`src/rtl/control_sequencer.sv`:
```
// Mini-SRC control unit: a step counter T0..T7 plus the IR opcode select the datapath and ALU strobes.
// Latency: outputs decode the registered state combinationally. Each instruction takes 4..8 steps plus memory waits.
// Backpressure: memory steps stall while mem_ready is low. An optional wait limit halts the unit with mem_err.
module control_sequencer #(
  parameter int WAIT_LIMIT = 0
) (
  input  logic        clock,
  input  logic        reset_n,
  input  logic [31:0] IR,
  input  logic        mem_ready,
  input  logic        Stop,
  output logic        AND,
  output logic        ANDI,
  output logic        OR,
  output logic        ORI,
  output logic        NOT,
  output logic        NEG,
  output logic        ADD,
  output logic        ADDI,
  output logic        SUB,
  output logic        MUL,
  output logic        DIV,
  output logic        SHR,
  output logic        SHRA,
  output logic        SHL,
  output logic        ROR,
  output logic        ROL,
  output logic        BR,
  output logic        LD,
  output logic        LDI,
  output logic        ST,
  output logic        HALT,
  output logic        NOP,
  output logic        IncPC,
  output logic        PCout,
  output logic        PCin,
  output logic        MARin,
  output logic        MDRin,
  output logic        MDRout,
  output logic        Read,
  output logic        Write,
  output logic        IRin,
  output logic        Yin,
  output logic        Zin,
  output logic        Zlowout,
  output logic        Zhighout,
  output logic        HIin,
  output logic        LOin,
  output logic        CONin,
  output logic        Cout,
  output logic        BAout,
  output logic        Gra,
  output logic        Grb,
  output logic        Grc,
  output logic        Rin,
  output logic        Rout,
  output logic        Run,
  output logic        illegal,
  output logic        mem_err
);

  localparam int CW = (WAIT_LIMIT > 0) ? $clog2(WAIT_LIMIT + 1) : 1;
  localparam logic [CW-1:0] LIMIT = CW'(WAIT_LIMIT);

  localparam logic [4:0] OP_LD   = 5'b00000, OP_LDI  = 5'b00001, OP_ST   = 5'b00010;
  localparam logic [4:0] OP_ADD  = 5'b00011, OP_SUB  = 5'b00100, OP_AND  = 5'b00101;
  localparam logic [4:0] OP_OR   = 5'b00110, OP_ROR  = 5'b00111, OP_ROL  = 5'b01000;
  localparam logic [4:0] OP_SHR  = 5'b01001, OP_SHRA = 5'b01010, OP_SHL  = 5'b01011;
  localparam logic [4:0] OP_ADDI = 5'b01100, OP_ANDI = 5'b01101, OP_ORI  = 5'b01110;
  localparam logic [4:0] OP_MUL  = 5'b01111, OP_DIV  = 5'b10000, OP_NEG  = 5'b10001;
  localparam logic [4:0] OP_NOT  = 5'b10010, OP_BR   = 5'b10011, OP_NOP  = 5'b11010;
  localparam logic [4:0] OP_HALT = 5'b11011;

  typedef enum logic [3:0] {
    S_RST = 4'd0, S_T0 = 4'd1, S_T1 = 4'd2, S_T2 = 4'd3, S_T3 = 4'd4,
    S_T4 = 4'd5, S_T5 = 4'd6, S_T6 = 4'd7, S_T7 = 4'd8, S_HALTED = 4'd9
  } state_t;

  // Instruction classes sharing one step sequence
  typedef enum logic [3:0] {
    C_ALU3, C_IMM, C_UN, C_MD, C_LDI, C_LD, C_ST, C_BR, C_NOP, C_HALT, C_ILL
  } cls_t;

  state_t        state, state_nxt;
  logic [CW-1:0] cnt, cnt_nxt, cnt_inc;
  logic          err_set;
  logic [4:0]    opc;
  cls_t          cls;
  logic          op_en, is_end, mem_step, go_halt, go_t0, in_step;
  logic          unused_ir_bits;

  assign opc            = IR[31:27];
  assign cnt_inc        = cnt + CW'(1);
  assign unused_ir_bits = ^IR[26:0];

  // Group opcodes by the step sequence they follow
  always_comb begin
    cls = C_ILL;
    case (opc)
      OP_ADD, OP_SUB, OP_AND, OP_OR, OP_SHR,
      OP_SHRA, OP_SHL, OP_ROR, OP_ROL:  cls = C_ALU3;
      OP_ADDI, OP_ANDI, OP_ORI:         cls = C_IMM;
      OP_NOT, OP_NEG:                   cls = C_UN;
      OP_MUL, OP_DIV:                   cls = C_MD;
      OP_LDI:                           cls = C_LDI;
      OP_LD:                            cls = C_LD;
      OP_ST:                            cls = C_ST;
      OP_BR:                            cls = C_BR;
      OP_NOP:                           cls = C_NOP;
      OP_HALT:                          cls = C_HALT;
      default:                          cls = C_ILL;
    endcase
  end

  // State, wait counter and sticky memory error
  always_ff @(posedge clock or negedge reset_n) begin
    if (!reset_n) begin
      state   <= S_RST;
      cnt     <= '0;
      mem_err <= 1'b0;
    end else begin
      state   <= state_nxt;
      cnt     <= cnt_nxt;
      mem_err <= mem_err | err_set;
    end
  end

  // Strobe decode per step and opcode, then step sequencing
  always_comb begin
    {AND, ANDI, OR, ORI, NOT, NEG, ADD, ADDI, SUB, MUL, DIV} = '0;
    {SHR, SHRA, SHL, ROR, ROL, BR, LD, LDI, ST, HALT, NOP}   = '0;
    {IncPC, PCout, PCin, MARin, MDRin, MDRout, Read, Write}  = '0;
    {IRin, Yin, Zin, Zlowout, Zhighout, HIin, LOin, CONin}   = '0;
    {Cout, BAout, Gra, Grb, Grc, Rin, Rout, illegal}         = '0;
    op_en     = 1'b0;
    is_end    = 1'b0;
    mem_step  = 1'b0;
    go_halt   = 1'b0;
    go_t0     = 1'b0;
    in_step   = 1'b1;
    state_nxt = state;
    cnt_nxt   = cnt;
    err_set   = 1'b0;

    case (state)
      S_RST:    begin in_step = 1'b0; state_nxt = S_T0; end
      S_HALTED: in_step = 1'b0;
      S_T0:     begin PCout = 1'b1; MARin = 1'b1; IncPC = 1'b1; Zin = 1'b1; end
      S_T1:     begin Zlowout = 1'b1; PCin = 1'b1; Read = 1'b1; MDRin = 1'b1; mem_step = 1'b1; end
      S_T2:     begin MDRout = 1'b1; IRin = 1'b1; end
      S_T3: begin
        case (cls)
          C_ALU3, C_IMM:      begin Grb = 1'b1; Rout = 1'b1; Yin = 1'b1; end
          C_UN:               begin Grb = 1'b1; Rout = 1'b1; op_en = 1'b1; Zin = 1'b1; end
          C_MD:               begin Gra = 1'b1; Rout = 1'b1; Yin = 1'b1; end
          C_LDI, C_LD, C_ST:  begin Grb = 1'b1; BAout = 1'b1; Yin = 1'b1; end
          C_BR:               begin Gra = 1'b1; Rout = 1'b1; CONin = 1'b1; end
          C_NOP:              begin op_en = 1'b1; is_end = 1'b1; end
          C_HALT:             begin op_en = 1'b1; go_halt = 1'b1; end
          default:            begin illegal = 1'b1; go_t0 = 1'b1; end
        endcase
      end
      S_T4: begin
        case (cls)
          C_ALU3:                    begin Grc = 1'b1; Rout = 1'b1; op_en = 1'b1; Zin = 1'b1; end
          C_IMM, C_LDI, C_LD, C_ST:  begin Cout = 1'b1; op_en = 1'b1; Zin = 1'b1; end
          C_UN:                      begin Zlowout = 1'b1; Gra = 1'b1; Rin = 1'b1; is_end = 1'b1; end
          C_MD:                      begin Grb = 1'b1; Rout = 1'b1; op_en = 1'b1; Zin = 1'b1; end
          C_BR:                      begin PCout = 1'b1; Yin = 1'b1; end
          default:                   go_t0 = 1'b1;
        endcase
      end
      S_T5: begin
        case (cls)
          C_ALU3, C_IMM, C_LDI:  begin Zlowout = 1'b1; Gra = 1'b1; Rin = 1'b1; is_end = 1'b1; end
          C_MD:                  begin Zlowout = 1'b1; LOin = 1'b1; end
          C_LD, C_ST:            begin Zlowout = 1'b1; MARin = 1'b1; end
          C_BR:                  begin Cout = 1'b1; op_en = 1'b1; Zin = 1'b1; end
          default:               go_t0 = 1'b1;
        endcase
      end
      S_T6: begin
        case (cls)
          C_MD:    begin Zhighout = 1'b1; HIin = 1'b1; is_end = 1'b1; end
          C_LD:    begin Read = 1'b1; MDRin = 1'b1; mem_step = 1'b1; end
          C_ST:    begin Gra = 1'b1; Rout = 1'b1; MDRin = 1'b1; end
          C_BR:    begin Zlowout = 1'b1; PCin = 1'b1; is_end = 1'b1; end
          default: go_t0 = 1'b1;
        endcase
      end
      S_T7: begin
        case (cls)
          C_LD:    begin MDRout = 1'b1; Gra = 1'b1; Rin = 1'b1; is_end = 1'b1; end
          C_ST:    begin MDRout = 1'b1; Write = 1'b1; mem_step = 1'b1; is_end = 1'b1; end
          default: go_t0 = 1'b1;
        endcase
      end
      default: begin in_step = 1'b0; state_nxt = S_RST; end
    endcase

    // The single op strobe follows the opcode in its op step
    if (op_en) begin
      case (opc)
        OP_LD:   LD   = 1'b1;
        OP_LDI:  LDI  = 1'b1;
        OP_ST:   ST   = 1'b1;
        OP_ADD:  ADD  = 1'b1;
        OP_SUB:  SUB  = 1'b1;
        OP_AND:  AND  = 1'b1;
        OP_OR:   OR   = 1'b1;
        OP_ROR:  ROR  = 1'b1;
        OP_ROL:  ROL  = 1'b1;
        OP_SHR:  SHR  = 1'b1;
        OP_SHRA: SHRA = 1'b1;
        OP_SHL:  SHL  = 1'b1;
        OP_ADDI: ADDI = 1'b1;
        OP_ANDI: ANDI = 1'b1;
        OP_ORI:  ORI  = 1'b1;
        OP_MUL:  MUL  = 1'b1;
        OP_DIV:  DIV  = 1'b1;
        OP_NEG:  NEG  = 1'b1;
        OP_NOT:  NOT  = 1'b1;
        OP_BR:   BR   = 1'b1;
        OP_NOP:  NOP  = 1'b1;
        OP_HALT: HALT = 1'b1;
        default: ;
      endcase
    end

    Run = in_step;

    // Memory steps hold until mem_ready; Stop only matters on an end step
    if (in_step) begin
      if (mem_step && !mem_ready) begin
        if (WAIT_LIMIT > 0 && cnt_inc == LIMIT) begin
          err_set   = 1'b1;
          cnt_nxt   = '0;
          state_nxt = S_HALTED;
        end else begin
          cnt_nxt = cnt_inc;
        end
      end else begin
        cnt_nxt = '0;
        if (go_halt)     state_nxt = S_HALTED;
        else if (go_t0)  state_nxt = S_T0;
        else if (is_end) state_nxt = Stop ? S_HALTED : S_T0;
        else             state_nxt = state_t'(state + 4'd1);
      end
    end
  end

endmodule

```
`config.mk`:
```
export PLATFORM = sky130hd
export DESIGN_NAME = control_sequencer
export DESIGN_NICKNAME = d
export VERILOG_FILES = /design/src/rtl/control_sequencer.sv
export SDC_FILE = /design/constraint.sdc
export NUM_CORES = 1
export LEC_CHECK = 0
export CAP_MARGIN = 20
export CELL_PAD_IN_SITES_DETAIL_PLACEMENT = 1
export CELL_PAD_IN_SITES_GLOBAL_PLACEMENT = 2
export CORE_MARGIN = 4
export CORE_UTILIZATION = 17
export CTS_CLUSTER_SIZE = 10
export DETAILED_ROUTE_END_ITERATION = 10
export PLACE_DENSITY_LB_ADDON = 0.15
export SETUP_SLACK_MARGIN = 0.3
export SLEW_MARGIN = 20
export SYNTH_ARGS = -nofsm -noshare
export SYNTH_HDL_FRONTEND = slang
export SYNTH_SLANG_ARGS = --single-unit
export TNS_END_PERCENT = 5
```
`constraint.sdc`:
```
create_clock -name clock -period 2.7 [get_ports clock]
set_clock_uncertainty 0.2 [all_clocks]
set_input_delay 0.405 -clock clock [delete_from_list [all_inputs] [get_ports clock]]
set_output_delay 0.405 -clock clock [all_outputs]
set_load 0.01 [all_outputs]
```
Word level (Yosys, flattened, before mapping). Memories as Yosys holds them, arrays and structs flattened. Index checks and enable logic that the tools add are counted.

Register bits: 4. Bits in latches: 0. RAM bits: 0. Memory bits (read-only): 128. Input bits: 36. Output and inout bits: 48. Logic and storage cells: 166. Memories kept: 1.

Memory list: (no name shown) (depth 32, width 4, read ports 1, clocked after memory_dff 0, wr ports 0, line 99) `case (opc)`.

Add/subtract/negate cells: 1. Multiply operators: 0. Div/mod/pow operators: 0. $lt $le $gt $ge: 0. Equal/unequal tests: 39. Shift operators: 0. Multiplexer cells: 103. Bitwise logic cells: 0. Reductions and logical operators: 21.

Operators by type and width (number): $mux W1 (78); $eq A5 B4 Y1 const B (8); $eq A4 B3 Y1 const B (8); $eq A5 B5 Y1 const B (6); $mux W4 (6); $eq A5 B3 Y1 const B (4); $pmux W1 S2 (9); $eq A4 B2 Y1 const B (4); $eq A4 B4 Y1 const B (4); $reduce_or A8 Y1 (2); $pmux W1 S5 (3); $pmux W1 S3 (4); $reduce_or A6 Y1 (2); $eq A5 B2 Y1 const B (2); $reduce_or A10 Y1 (1); $reduce_or A3 Y1 (3); $reduce_or A9 Y1 (1); $eq A4 B1 Y1 const B (2); $logic_not A4 Y1 (2); $pmux W1 S4 (2); $pmux W4 S2 (1); $reduce_or A4 Y1 (2); $reduce_or A7 Y1 (1); $reduce_or A2 Y1 (3); other kinds (6) (6).

Depth between registers and ports, before layout. Gate-level depths: netlist of the first run. An unclocked memory read counts as a cell.

Depth in word-level cells: 10. Depth in mapped cells: 10. Depth with buffers taken out: 8.

Worst setup path before layout of the first run. Ideal clock, no wire load.

Kind: in2out. Start: in IR[27]. End: out LDI. Data arrival time: 2.440 ns. Required time: 2.095 ns. Slack: -0.345 ns. Cell stages on the path: 9. Path buffers: 1. Cell sequence: inv_1 ha_1 or2_2 a21o_1 nand2_1 a221oi_1 o221a_2 buf_4 nor4_1.

Longest elaborated chain between the ends: 6. Elaborated cells between the ends (all ways): 20. Classes of those cells: eq/ne (10); mux (6); reduce/logical (3); memory (1).

Ends and longest elaborated chain: from (decl) (line 9) `input logic [31:0] IR,`; $mem_v2 Z32 W4; $eq A4 B3 Y1 (tied with other cells) (line 164) `case (cls)`; $reduce_or A6 Y1 (no line) / $reduce_or A3 Y1 (equally long branches); $mux W1 (on tied branches) (line 164, 152); $pmux W1 S3 (line 145) `case (state)`; $mux W1 * (line 202) `if (op_en) begin`; to (decl) (line 30) `output logic LDI,`.

Mark *: on every way between the ends. The rest lies on a longest branch, timed or not.

Worst setup path after layout of the first run.
Start: in IR[27]. End: out ORI.

Longest elaborated chain between the ends: 6. Elaborated cells between the ends (all ways): 20. Classes of those cells: eq/ne (10); mux (6); reduce/logical (3); memory (1).

Ends and longest elaborated chain: $mem_v2 Z32 W4; $eq A4 B3 Y1 (tied with other cells) (line 164); $reduce_or A6 Y1 (no line) / $reduce_or A3 Y1 (equally long branches); $mux W1 (on tied branches) (line 164, 152); $pmux W1 S3 (line 145); $mux W1 * (line 202); to (decl) (line 15) `output logic ORI,`.

Marks and branches as above.

==> results.txt, run 1 <==
The run finished, with violations left. The final reports fail on setup timing. For the core occupancy in the finished layout, the log shows 41.5%. Most repeated library cell on the critical path: sky130_fd_sc_hd__buf_12. The final critical-path required period was 3140 ps. More flip-flops sit in one register than any other, and that register is state. The synthesized design contains 0 enable-type register cells. Among all flip-flop cells after synthesis, the most frequent one is sky130_fd_sc_hd__dfrtp_1. In this run the clock root is driven by a sky130_fd_sc_hd__clkbuf_8.

In the finished design, the share of the clock period the worst path needs comes to 116%. The number of nets in the synthesized netlist is 257, and the flip-flop count of the largest register after layout is 4. The number of buffers inserted during clock tree synthesis is 3, and the proportion of layout cells with a drive suffix above 1 is 67.2%. Setup violations remaining at the end of the flow were counted as 39. STA classifies the critical path startpoint as an input pin. The synthesized design devotes to its leading area cell type 7.77% of total area. For the placed instance count, the log shows 453. The wire length of the first global-routing pass is 12.4 mm. Horizontal extent of the die: 100 um.

The post-synthesis area per instance came out at 6.83 um^2. The run gives 0 as the initial antenna violation count. Clock-pin slew was measured on the worst setup and hold paths at 30 ps. Buffers inserted to repair hold after CTS numbered 0.

Data on the critical path is required at its endpoint by 2100 ps. For this design, the slowest cell found on the critical path is sky130_fd_sc_hd__o221a_4. The tools report the kind of end point of the critical path as an output pin.

The path class of the tightest hold or removal check is input pin to async pin. Setup repair after global routing could not meet its margin everywhere. After synthesis, the cell types taking the most area are sky130_fd_sc_hd__ha_1 7.8%, sky130_fd_sc_hd__nor3_1 7.3%, sky130_fd_sc_hd__dfrtp_1 6.9%, sky130_fd_sc_hd__nand2_1 5.4%, sky130_fd_sc_hd__nor2_1 5.2%. Total via count in the routed design: 2229.

Walking the worst path, the cells encountered are buf_6 -> buf_12 -> buf_12 -> inv_16 -> ha_4 -> or2_4 -> a21o_4 -> nand2_4 -> a221oi_4 -> o221a_4 -> buf_12 -> buf_12 -> nor3_4 -> buf_2. Total core area: 0.00826 mm^2. Measured along the y axis, the die boundary spans 100 um. The post-route DRC violation count is 0. The tools report the maximum number of pins on one net before global-route repair as 12. Number of library cell types mapped by synthesis: 62. The floorplan has 33 rows.

For the arrival time at the worst endpoint, the log shows 2530 ps. Clock tree synthesis found a total of 4 sinks. The layout has 968 filler cells. The tightest hold margin was 193 ps.

The final layout net count is 413, and the count of warnings emitted by yosys is 0. The starting density of the core is 17.5%, and the wire length per cell is 16.2 um. The tools report the I/O pin count as 84. The largest total area in the synthesized netlist belongs to sky130_fd_sc_hd__ha_1. The total inserted antenna cells was 0.

Detailed placement finished with a half-perimeter wire length of 6.50 mm. Counting flops and latches in the post-synthesis netlist gives 4. The maximum fanout along the worst path came out at 7. By startpoint and endpoint, the worst setup path is classified as input pin to output pin. The logs give 130 ps for the register-to-register setup slack and 77 for the iteration-0 DRC count of the detailed router. The synthesized instance count came out at 212.

Global routing used 15.2% of the available tracks across all layers. The number of nets still failing antenna checks after routing was 0; the maximum number of buffers from clock root to sink was 2. Once layout is complete, the cells apart from fillers number 471. Sequential cells were found to cover 6.91% of the synthesized design area. The least setup slack across all paths after layout is -439 ps. TritonCTS built the clock tree. For the static leakage, the log shows 1.62 nW.

The logs give 1 for the count of H-tree levels built during CTS and 2327 for the number of global-route vias before repair. Dividing total power by cell area gives a power density of 430 mW/mm^2. For the worst-skew pair, the clock arrives at the later sink with an insertion delay of 210 ps. Of all flip-flops after synthesis, the portion carrying an async set or reset was 100%. Summing all multi-input logic gate instances after layout gives 0.00180 mm^2. Number of buffers added on ports: 55. The congestion estimate from routability-driven global placement came to 0.843. Dividing the detail-routed via count by the number of cells gives 4.73. Summed over all layers, the routed wires come to 7.63 mm. VDD sags by at most 0.443 mV. The number of optimization iterations in the first detailed-route pass was 4; the global route total overflow was 0. For this run, the slowest stage of the critical path takes 290 ps.

The number of max-slew violations in the final report is 0, and the area added between synthesis and finish is 137%. Number of failing hold endpoints at the final stage: 0. Registers take 100 um^2. After synthesis the cells add up to 0.00145 mm^2. The die area came out at 0.0101 mm^2. The highest attainable clock frequency came out at 319 MHz. In the final layout, the registers with the most flip-flops are state: 4 flops. The number of maximum-capacitance violations was 0.
[per-stage QoR]
step | total power, mW | setup TNS, ps | area, um^2 | worst slack, ps
after floorplan | 0.744 | 0 | 1850 | 86.5
after global placement | 1.31 | -45080 | 3150 | -1120
after detailed placement | 1.31 | -45870 | 3150 | -1130
after CTS | 1.46 | -13210 | 3290 | -520
after global routing | 1.61 | -15070 | 3430 | -508
final | 1.48 | -12010 | 3430 | -439
[cell usage after synthesis, types with 5 or more instances]
library cell,count
sky130_fd_sc_hd__a21oi_1,7
sky130_fd_sc_hd__and2_1,5
sky130_fd_sc_hd__buf_4,5
sky130_fd_sc_hd__ha_1,9
sky130_fd_sc_hd__inv_1,8
sky130_fd_sc_hd__nand2_1,21
sky130_fd_sc_hd__nand2b_1,6
sky130_fd_sc_hd__nor2_1,20
sky130_fd_sc_hd__nor3_1,21
sky130_fd_sc_hd__nor4_1,10
sky130_fd_sc_hd__o211ai_1,5
sky130_fd_sc_hd__o21ai_0,12
sky130_fd_sc_hd__o22ai_1,5
[path summary, 6_finish.rpt]
check | start | end | depth (start not counted)
worst max-delay path | IR[27] | ORI | 14
worst min-delay path | reset_n | state[3] | 1
worst max register to register | state[0] | state[2] | 9
worst min register to register | state[0] | state[0] | 2
max in group asynchronous | reset_n | state[0] | 1
min in group clock | state[0] | state[0] | 2
[worst max-delay path, delay by kind of cell]
| kind | cells | cell delay (ps) |
|---|---|---|
| buffers and inverters | 7 | 820 |
| and+or+nand+nor | 3 | 510 |
| AOI/OAI and AO/OA | 3 | 590 |
| adders and majority gates | 1 | 200 |
[placed cells by master (no fill, tap or decap), types with 3 or more instances in the layout]
master | netlist | layout
sky130_fd_sc_hd__nor2_1 | 20 | 14
sky130_fd_sc_hd__nor4_4 | 1 | 7
sky130_fd_sc_hd__clkbuf_8 | 0 | 3
sky130_fd_sc_hd__nand2_1 | 21 | 18
sky130_fd_sc_hd__clkdlybuf4s50_1 | 0 | 3
sky130_fd_sc_hd__a21oi_1 | 7 | 3
sky130_fd_sc_hd__nor3_4 | 0 | 11
sky130_fd_sc_hd__o21ai_2 | 0 | 5
sky130_fd_sc_hd__buf_12 | 0 | 6
sky130_fd_sc_hd__buf_2 | 4 | 38
sky130_fd_sc_hd__ha_4 | 0 | 4
sky130_fd_sc_hd__buf_6 | 2 | 15
sky130_fd_sc_hd__ha_1 | 9 | 3
sky130_fd_sc_hd__nor2_4 | 0 | 4
sky130_fd_sc_hd__o22ai_1 | 5 | 3
sky130_fd_sc_hd__o21ai_0 | 12 | 5
sky130_fd_sc_hd__dfrtp_1 | 4 | 4
sky130_fd_sc_hd__nand2_4 | 0 | 3
sky130_fd_sc_hd__o211ai_1 | 5 | 5
sky130_fd_sc_hd__nand2b_1 | 6 | 5
sky130_fd_sc_hd__nand3_1 | 4 | 3
sky130_fd_sc_hd__nor3_2 | 0 | 8
sky130_fd_sc_hd__buf_4 | 5 | 93
sky130_fd_sc_hd__a21oi_2 | 1 | 3
sky130_fd_sc_hd__or4_4 | 2 | 3
sky130_fd_sc_hd__and2_4 | 1 | 3
sky130_fd_sc_hd__nor2b_1 | 3 | 3
sky130_fd_sc_hd__and2_1 | 5 | 3
sky130_fd_sc_hd__inv_1 | 8 | 5
sky130_fd_sc_hd__dlygate4sd2_1 | 0 | 6
[power breakdown]
part	internal [mW]	leakage (nW)	switching, mW	total [mW]
registers	0.0897	0.0510	0.0194	0.109
clock network	0.0947	0.0216	0.0278	0.123
logic	0.621	1.55	0.622	1.24
[cell type report]
type / count / area share, %
tap: 105 / 3.83
sequential: 4 / 2.92
clock buffer: 3 / 1.20
multi-input combinational: 186 / 52.4
timing repair buffer: 165 / 38.2
inverter: 8 / 1.46
[layer usage]
layer  GRT usage, %  part of all wire, %  vias up
li1               -                    -     1118
met1           22.3                   49     1073
met2           25.0                   48       34
met3          0.695                  2.4        4
met4           2.69                 0.31        0
met5              0                    0        -
[timing repair]
item / 4_1_cts / 5_1_grt
buffers inserted: 10 / 5
pin swaps: 24 / 10
endpoints found under the setup margin: 50 / 50
gates resized for setup: 228 / 21
[cells by family (layout without fill, tap and decap cells)]
family | count (synthesis) | after routing | share of synthesized area (%)
muxes | 1 | 1 | 0.691
other | 1 | 1 | 0.259
and+or+nand+nor | 109 | 109 | 41.4
DFF | 4 | 4 | 6.91
buffers and inverters | 22 | 176 | 8.38
xor gates and xnor gates | 3 | 3 | 1.81
adders and majority gates | 9 | 9 | 7.77
AOI/OAI and AO/OA | 63 | 63 | 32.8
Note: power is estimated with default switching activity, not from simulation.
==> run 2: changes to the inputs <==
--- a/config.mk
+++ b/config.mk
@@ -13,7 +13,7 @@
 export CTS_CLUSTER_SIZE = 10
 export DETAILED_ROUTE_END_ITERATION = 10
 export PLACE_DENSITY_LB_ADDON = 0.15
-export SETUP_SLACK_MARGIN = 0.3
+export SETUP_SLACK_MARGIN = 0.15
 export SLEW_MARGIN = 20
 export SYNTH_ARGS = -nofsm -noshare
 export SYNTH_HDL_FRONTEND = slang
==> results.txt, run 2 (synthesis results as in run 1) <==
The maximum VDD drop is 0.444 mV (was 0.443 mV), and the proportion of layout cells with a drive suffix above 1 is 66.1% (was 67.2%). The area added between synthesis and finish is 136% (was 137%). The logs give 39 (unchanged) for the total of endpoints with negative setup slack in the final report and 0 (unchanged) for the total inserted antenna cells. The final layout net count is 413 (unchanged), and the depth of the most critical reg-to-reg path is 9 (unchanged). The buffer and inverter count on the worst path is 7 (unchanged), and the longest individual stage delay on the worst path is 290 ps (about the same). Wire length of the first global-routing pass: 12.4 mm (about the same). The clock slew seen by the registers of the worst setup and hold paths works out to 30 ps (about the same).

The tightest hold margin was 193 ps (about the same). Commonest cells after routing, fill and taps aside: 93 x sky130_fd_sc_hd__buf_4, 37 x sky130_fd_sc_hd__buf_2, 18 x sky130_fd_sc_hd__nand2_1 (was 93 x sky130_fd_sc_hd__buf_4, 38 x sky130_fd_sc_hd__buf_2, 18 x sky130_fd_sc_hd__nand2_1). Crit path cell chain: buf_6 -> buf_12 -> buf_12 -> inv_16 -> ha_4 -> or2_4 -> a21o_4 -> nand2_4 -> a221oi_4 -> o221a_4 -> buf_12 -> buf_12 -> nor3_4 -> buf_2 (unchanged).

The horizontal extent of the die is 100 um (unchanged). The static leakage was 1.60 nW (was 1.62 nW); the register-to-register setup slack was 130 ps (about the same). For the number of max-slew violations in the final report, the log shows 0 (unchanged). The iteration-0 DRC count of the detailed router is 58 (was 77).

Setup repair after global routing could not meet its margin everywhere. The power density over the cells works out to 430 mW/mm^2 (about the same). TritonCTS built the clock tree. Post-route clock period utilization: 116% (about the same). The tools report the setup TNS after final layout as -11990 ps (was -12010 ps).

The logs give 210 ps (about the same) for the clock insertion delay at the later pin of the skew report and -439 ps (about the same) for the least setup slack across all paths after layout. The flow ran to the end, but the final reports show violations. The post-placement worst setup slack is -1130 ps (unchanged). The slowest library cell on the worst path is sky130_fd_sc_hd__o221a_4 (unchanged). The routed wire length is 7.62 mm (was 7.63 mm).

The run gives 2530 ps (about the same) as the arrival time at the worst endpoint. The final critical-path required period was 3140 ps (about the same); the wire length per cell was 16.2 um (about the same). Clock root buffer master: sky130_fd_sc_hd__clkbuf_8 (unchanged). Kind of start point of the critical path: an input pin (unchanged).

The number of nets still failing antenna checks after routing is 0 (unchanged). For the number of maximum-capacitance violations, the log shows 0 (unchanged). The startpoint-to-endpoint class of the critical path was input pin to output pin (unchanged).

The maximum number of pins on one net before global-route repair was 12 (unchanged). Number of hold-repair buffers added at the cts stage: 0 (unchanged). Violations in the final reports: setup timing (unchanged). The endpoint required time on the critical path was 2100 ps (about the same). The total core area came out at 0.00826 mm^2 (unchanged). The number of failing hold endpoints at the final stage is 0 (unchanged).

Total power: 1.47 mW (was 1.48 mW). Type of the most critical hold path: input pin to async pin (unchanged). The I/O pin count is 84 (unchanged), and the maximum number of buffers from clock root to sink is 2 (unchanged). The count of placed standard cells in the final layout, fillers left out is 471 (unchanged).

The maximum fanout along the worst path came out at 7 (unchanged). For the placed instance count, the log shows 453 (unchanged). The most repeated library cell on the critical path was sky130_fd_sc_hd__buf_12 (unchanged). The most flop-heavy register was state (unchanged). The number of buffers inserted during clock tree synthesis is 3 (unchanged), and the number of buffers added on ports is 55 (unchanged). Worst setup path startpoint: IR[27] (unchanged). The number of sinks handled by clock tree synthesis was 4 (unchanged). The tools report the initial antenna violation count as 0 (unchanged).

The run gives 0 (unchanged) as the global route total overflow. The tools report the final weighted congestion in routability-driven placement as 0.843 (unchanged). The number of global-route vias before repair is 2329 (was 2327), and the post-route DRC violation count is 0 (unchanged). The cell type group with the largest total delay on the critical path was buffers and inverters (unchanged). The tools report the placed wire-length estimate as 6.50 mm (unchanged). The flip-flop count of the largest register after layout was 4 (unchanged).

Top Registers: state: 4 flops (unchanged). Most frequent standard cell in the layout excluding fill and tap cells: sky130_fd_sc_hd__buf_4 (unchanged). The total number of cells along the worst setup path came out at 14 (unchanged). For the starting density of the core, the log shows 17.5% (unchanged).

Critical register-to-register path endpoint: state[2] (unchanged). The tools report the overall fraction of global-route tracks in use as 15.2% (about the same). The routed via count divided by cell count is 4.74 (was 4.73). The kind of end point of the critical path is an output pin (unchanged).

The die area is 0.0101 mm^2 (unchanged). The number of optimization iterations in the first detailed-route pass came out at 4 (unchanged). The number of standard-cell rows in the floorplan was 33 (unchanged).

The launching point of the worst reg2reg path was state[1] (was state[0]). Height of the die: 100 um (unchanged). Total via count in the routed design: 2233 (was 2229). The highest attainable clock frequency came out at 319 MHz (about the same). The count of H-tree levels built during CTS is 1 (unchanged), and the fill cell total of the finished layout is 969 (was 968).
[run 2: power by group]
group	internal [mW]	switching, mW
registers	0.0897	0.0194
clock network	0.0947	0.0277
logic	0.622	0.617
total	0.806	0.664
[run 2: how the worst max path moves through the flow]
stage	end	slack (ps)
detailed placement	MARin	-1130
floorplan	NOT	90
finish	ORI	-440
global route	ORI	-510
CTS	SHRA	-520
global placement	MDRin	-1120
[run 2: final cells by class]
type	instances	area, um^2	share of cell area (%)
Inverter	8	50.0	1.46
Tap cell	105	131	3.84
Sequential cell	4	100	2.93
Timing Repair Buffer	165	1310	38.4
Clock buffer	3	41.3	1.21
Multi-Input combinational cell	186	1780	52.2
[run 2: routing by layer]
layer	up-vias	track usage (%)	part of all wire, %
met2	30	25.0	49
met5	-	0	0
met4	0	2.69	0.31
li1	1118	-	-
met1	1081	22.2	49
met3	4	0.695	1.9
[run 2: per-stage QoR]
| step | util, % | cell area (um^2) |
|---|---|---|
| 2_1_floorplan | - | 1850 |
| 3_3_place_gp | 38.2 | 3150 |
| 3_5_place_dp | 38.2 | 3150 |
| 4_1_cts | 39.9 | 3290 |
| 5_1_grt | 41.4 | 3420 |
| 6_report | 41.4 | 3420 |
[run 2: what timing repair did]
| item | in CTS | in global routing |
|---|---|---|
| gates resized for setup | 223 | 18 |
| pin swaps | 22 | 8 |
| buffers inserted | 10 | 5 |
| setup endpoints to repair | 49 | 48 |
